### config.mk
export PLATFORM = sky130hd
export DESIGN_NAME = pkt_pingpong_ctrl
export DESIGN_NICKNAME = d
export VERILOG_FILES = /design/src/rtl/pkt_pingpong_pkg.sv /design/src/rtl/pkt_buf_slot.sv /design/src/rtl/pkt_pingpong_ctrl.sv
export SDC_FILE = /design/constraint.sdc
export NUM_CORES = 1
export LEC_CHECK = 0
export ABC_AREA = 0
export BUFFER_PORTS_ARGS = -buffer_cell sky130_fd_sc_hd__buf_2
export CELL_PAD_IN_SITES_DETAIL_PLACEMENT = 1
export CELL_PAD_IN_SITES_GLOBAL_PLACEMENT = 2
export CORE_MARGIN = 5
export CORE_UTILIZATION = 35
export CTS_BUF_LIST = sky130_fd_sc_hd__clkbuf_4 sky130_fd_sc_hd__clkbuf_8
export DETAILED_ROUTE_END_ITERATION = 10
export PLACE_DENSITY = 0.88
export SYNTH_ARGS = -nofsm -noshare
export SYNTH_HDL_FRONTEND = slang
export SYNTH_SLANG_ARGS = --single-unit
### constraint.sdc
create_clock -name ACLK -period 3.3 [get_ports ACLK]
set_clock_uncertainty 0.05 [all_clocks]
set_input_delay 0.33 -clock ACLK [delete_from_list [all_inputs] [get_ports ACLK]]
set_output_delay 0.33 -clock ACLK [all_outputs]
set_load 0.01 [all_outputs]
### src/rtl/pkt_pingpong_pkg.sv
// Shared types and constants for the two-buffer packet ownership controller.
package pkt_pingpong_pkg;

  localparam int NUM_BUF   = 2;
  localparam int LEN_W_DEF = 10;

  typedef enum logic [1:0] {
    B_FREE = 2'd0,
    B_FILL = 2'd1,
    B_FULL = 2'd2,
    B_READ = 2'd3
  } buf_state_t;

endpackage

### src/rtl/pkt_buf_slot.sv
// One packet buffer: ownership state plus the length latched at end of packet.
module pkt_buf_slot
  import pkt_pingpong_pkg::*;
#(
  parameter int LEN_W = LEN_W_DEF
) (
  input  logic             ACLK,
  input  logic             ARESETN,
  input  logic             alloc,
  input  logic             done,
  input  logic             abort,
  input  logic             take,
  input  logic             rel,
  input  logic [LEN_W-1:0] len_in,
  output buf_state_t       state,
  output logic [LEN_W-1:0] len
);

  // alloc on a READ slot only arrives together with rel (release/alloc bypass).
  always_ff @(posedge ACLK or negedge ARESETN) begin
    if (!ARESETN) begin
      state <= B_FREE;
      len   <= '0;
    end else begin
      case (state)
        B_FREE: if (alloc) state <= B_FILL;
        B_FILL: begin
          if (abort) begin
            state <= B_FREE;
          end else if (done) begin
            state <= B_FULL;
            len   <= len_in;
          end
        end
        B_FULL: if (take) state <= B_READ;
        B_READ: begin
          if (alloc)    state <= B_FILL;
          else if (rel) state <= B_FREE;
        end
        default: state <= B_FREE;
      endcase
    end
  end

endmodule

### src/rtl/pkt_pingpong_ctrl.sv
// Ping-pong ownership controller for two packet buffers between the MAC writer
// and the AXI reader; packets reach the reader in grant order.
module pkt_pingpong_ctrl
  import pkt_pingpong_pkg::*;
#(
  parameter int LEN_W  = LEN_W_DEF,
  parameter int DROP_W = 16
) (
  input  logic              ACLK,
  input  logic              ARESETN,
  input  logic              wr_start_i,
  output logic              wr_grant_o,
  output logic              wr_drop_o,
  output logic              wr_sel_o,
  input  logic              wr_done_i,
  input  logic              wr_abort_i,
  input  logic [LEN_W-1:0]  wr_len_i,
  output logic              rd_valid_o,
  output logic              rd_sel_o,
  output logic [LEN_W-1:0]  rd_len_o,
  input  logic              rd_take_i,
  input  logic              rd_release_i,
  output logic [31:0]       pkt_count_o,
  output logic [DROP_W-1:0] drop_count_o,
  output logic              err_o,
  input  logic              err_clr_i
);

  buf_state_t       st   [NUM_BUF];
  logic [LEN_W-1:0] blen [NUM_BUF];

  logic wr_ptr, wr_hold;
  logic rd_ptr, rd_hold, rd_idx;

  logic rel_ok, start_ok, target_free;
  logic do_alloc, do_drop, do_abort, do_done, take_fire, rd_offer, new_err;

  // Handshake: an offer is accepted in any cycle where rd_valid_o & rd_take_i;
  // all other strobes are single-cycle pulses sampled on the rising ACLK edge.
  always_comb begin
    rel_ok      = rd_release_i & rd_hold;
    start_ok    = wr_start_i & ~wr_hold;
    target_free = (st[wr_ptr] == B_FREE) | (rel_ok & (rd_idx == wr_ptr));
    do_alloc    = start_ok & target_free;
    do_drop     = start_ok & ~target_free;
    do_abort    = wr_abort_i & wr_hold;
    do_done     = wr_done_i & wr_hold & ~wr_abort_i;
    take_fire   = rd_valid_o & rd_take_i;
    rd_offer    = (st[rd_ptr] == B_FULL) & ~rd_hold;
    new_err     = (wr_start_i & wr_hold)
                | ((wr_done_i | wr_abort_i) & ~wr_hold)
                | (wr_done_i & wr_abort_i)
                | (rd_release_i & ~rd_hold);
  end

  for (genvar i = 0; i < NUM_BUF; i++) begin : g_slot
    pkt_buf_slot #(.LEN_W(LEN_W)) u_slot (
      .ACLK   (ACLK),
      .ARESETN(ARESETN),
      .alloc  (do_alloc  & (wr_ptr   == 1'(i))),
      .done   (do_done   & (wr_sel_o == 1'(i))),
      .abort  (do_abort  & (wr_sel_o == 1'(i))),
      .take   (take_fire & (rd_ptr   == 1'(i))),
      .rel    (rel_ok    & (rd_idx   == 1'(i))),
      .len_in (wr_len_i),
      .state  (st[i]),
      .len    (blen[i])
    );
  end

  always_ff @(posedge ACLK or negedge ARESETN) begin
    if (!ARESETN) begin
      wr_grant_o   <= 1'b0;
      wr_drop_o    <= 1'b0;
      wr_sel_o     <= 1'b0;
      wr_ptr       <= 1'b0;
      wr_hold      <= 1'b0;
      rd_valid_o   <= 1'b0;
      rd_ptr       <= 1'b0;
      rd_hold      <= 1'b0;
      rd_idx       <= 1'b0;
      pkt_count_o  <= '0;
      drop_count_o <= '0;
      err_o        <= 1'b0;
    end else begin
      wr_grant_o <= do_alloc;
      wr_drop_o  <= do_drop;
      if (do_alloc) begin
        wr_sel_o <= wr_ptr;
        wr_hold  <= 1'b1;
        wr_ptr   <= ~wr_ptr;
      end else if (do_abort) begin
        // Hand the aborted buffer straight back to the next allocation.
        wr_hold <= 1'b0;
        wr_ptr  <= wr_sel_o;
      end else if (do_done) begin
        wr_hold <= 1'b0;
      end

      if (do_done) pkt_count_o <= pkt_count_o + 32'd1;
      if (do_drop && (drop_count_o != '1)) drop_count_o <= drop_count_o + DROP_W'(1);

      rd_valid_o <= rd_offer & ~take_fire;
      if (take_fire) begin
        rd_hold <= 1'b1;
        rd_idx  <= rd_ptr;
        rd_ptr  <= ~rd_ptr;
      end else if (rel_ok) begin
        rd_hold <= 1'b0;
      end

      err_o <= new_err | (err_o & ~err_clr_i);
    end
  end

  assign rd_sel_o = rd_hold ? rd_idx : rd_ptr;
  assign rd_len_o = blen[rd_sel_o];

endmodule

==> flow_summary.toml <==
[worst_setup_path]
r2r_end = "g_slot[0].u_slot.len[7]"
slowest_stage = "and3b_1"
path_delay_family = "simple AND/OR/NAND/NOR gates"
crit_chain = "and3b_1 > nand3_1 > mux2_2"
path_buf_inv = 0
critPathMaxFanout = 11
critPathArrivalTime_ps = 2300
criticalPathCategory = "reg2reg"
reg2reg_depth = 3
endpoint_kind = "flip-flop"
startpoint = "wr_hold"
reg2reg_slack_ps = 1180
worstPathRequired_ps = 3480
cpPeakStageDelay_ps = 530
timing.rr.start = "wr_hold"
startpoint_type = "flip-flop"

[sta]
finalSetupTns_ps = 0
fmax_mhz = 472
finalHoldViolCount = 0
post-route-period-util = 0.642
rsz0062_at_grt = "false"
min_period_ps = 2120
slew_headroom = 0.303
drv_slew = 0
setup_violations = 0
tightestPinTransition_ps = 1050

[clock_tree]
cts_root_buf = "clkbuf_8"
htree_levels = 3
cts_setup_buffers = 0
cts-hold-fix-buffers = 0
cts_tree = "built"
cts_made_buffers = 9
clockBufferDepth = 2
cts_sinks = 82
worstSkewPairLatency_ps = 340
cts_resized = 0
clk_pin_slew_ps = 80

[pwr]
total_power_mw = 3.30
power.density_nw_per_um2 = 698
ir_drop_v = 0.000328
power_leakage_nw = 2.30

[global_routing]
overflow = 0
grt_pass1_vias = 3126
grt_usage = 0.142
grt_first_pass_wirelength_um = 15500
antenna_found_initial = 0
grt_max_degree = 83

[floorplanning]
initial_utilization = 0.354
die_w_um = 117
dieArea_um2 = 13700
rows = 39
chipHeight_um = 117
pin_count = 82
core_area_um2 = 11300

[logic_synthesis]
synth_cell_types = 48
ys.warnings.count = 0
syn-num-nets = 359
syn_area_um2 = 4010
synth_cells = 339
ys_seq_area_frac = 0.512
avgSynthCellArea_um2 = 11.8
ys_ff_latch = 82

[finish]
fillCellCount = 1282
num-nets-final = 441
n_antenna_cell = 0
multi_input_area_um2 = 1840
layout_common_cells = "dfrtp_1 (82), buf_2 (80), mux2_2 (34), xor2_1 (32), nand2_1 (21)"
drive_gt1_frac = 0.350
final_common_cell = "dfrtp_1"
seq_area_um2 = 2050
area_delta_synth_final_pct = 17.8

[placed_design]
gp_congestion = 0.749
io_buffer_count = 81
hpwlAfterDp_um = 6690

[routing]
highest_layer = "met4"
first_pass_iters = 5
met2_length_um = 4630
wirelength_um = 9260
drtIter0Drc = 127
vias = 2951
wl_met3_um = 312
detail-route-antenna-nets = 0
drc = 0
wire_per_inst_um = 16.3
viasPerCell = 5.19
m1WireLength_um = 4250

[run]
max-cap-violations = 0

[min_path]
hold_path_class = "in2async"

[outcome]
outcome = "complete, no violations"
==> power breakdown <==
part | switching [mW] | internal, mW
clock network | 0.388 | 0.355
logic | 0.518 | 0.501
registers | 0.280 | 1.26
total | 1.19 | 2.11
==> layer usage <==
layer / GRT usage / up-vias
met5: 0 / -
met4: 0.0367 / 0
met3: 0.0314 / 4
met2: 0.237 / 54
met1: 0.188 / 1496
li1: - / 1397
==> cell usage after synthesis, drive strengths merged <==
cell,count,area [um2]
inv,9,33.8
dfrtp,82,2050
or2,1,6.26
xor2,32,280
o2111ai,1,8.76
mux2,34,383
a221oi,1,8.76
and4,3,26.3
and3b,1,8.76
a41oi,1,8.76
buf,10,82.6
and2,5,31.3
clkbuf,2,7.51
nor2,12,45.0
o21ai,7,35.0
nor4b,3,45.0
a21boi,1,7.51
nor3b,4,30.0
xnor2,15,131
a211o,3,26.3
a222oi,1,10.0
nand2b,2,12.5
nand3,16,90.1
ha,2,25.0
nand3b,1,7.51
a21o,2,15.0
o211ai,1,7.51
a31oi,5,31.3
or3b,1,8.76
and3,6,37.5
a211oi,7,62.6
nand4b,3,26.3
nand4,10,83.8
o311ai,2,17.5
nand2,21,78.8
nor3,8,45.0
nor4,20,159
a21oi,1,5.00
mux2i,3,30.0
==> stage by stage <==
step | hold slack (ps) | instance area [um2] | util | instances | setup slack [ps]
global route | 146 | 4720 | 0.417 | 569 | 1010
CTS | 151 | 4720 | 0.417 | 569 | 1140
finish | 113 | 4720 | 0.417 | 569 | 1180
global placement | 405 | 4520 | 0.400 | 553 | 1200
floorplan | -15.6 | 4010 | - | 339 | 1510
detailed placement | 430 | 4520 | 0.400 | 553 | 1120
==> sequential cells by signal (all words and copies together), names as in the netlist, named ones only <==
name and flops:
drop_count_o 16, err_o 1, g_slot.u_slot.len 20, g_slot.u_slot.state 2
pkt_count_o 32, rd_hold 1, rd_idx 1, rd_ptr 1
rd_valid_o 1, wr_drop_o 1, wr_grant_o 1, wr_hold 1
wr_ptr 1, wr_sel_o 1
==> kinds of logic after synthesis <==
family / synth area share
AO/OA/AOI/OAI: 0.0608
AND/OR/NAND/NOR: 0.185
buffers and inverters: 0.0309
multiplexers: 0.103
adder cells (fa/ha/maj): 0.00624
flip-flops: 0.512
XOR/XNOR: 0.103
==> how the worst max path moves through the flow <==
stage | to | slack, ps | cells past startpoint
floorplan | rd_len_o[0] | 1510 | 4
global placement | g_slot[0].u_slot.len[0] | 1200 | 4
detailed placement | g_slot[0].u_slot.len[5] | 1120 | 4
CTS | g_slot[0].u_slot.len[9] | 1140 | 3
global route | g_slot[0].u_slot.len[7] | 1010 | 3
finish | g_slot[0].u_slot.len[7] | 1180 | 3
==> layout make-up <==
class | count | area share
clock inverter | 7 | 0.0164
multi-input combinational | 236 | 0.389
inverter | 9 | 0.00715
clock buffer | 9 | 0.0262
timing repair buffer | 83 | 0.0895
sequential | 82 | 0.434
tap | 143 | 0.0379
(Power assumes the default switching activity.)
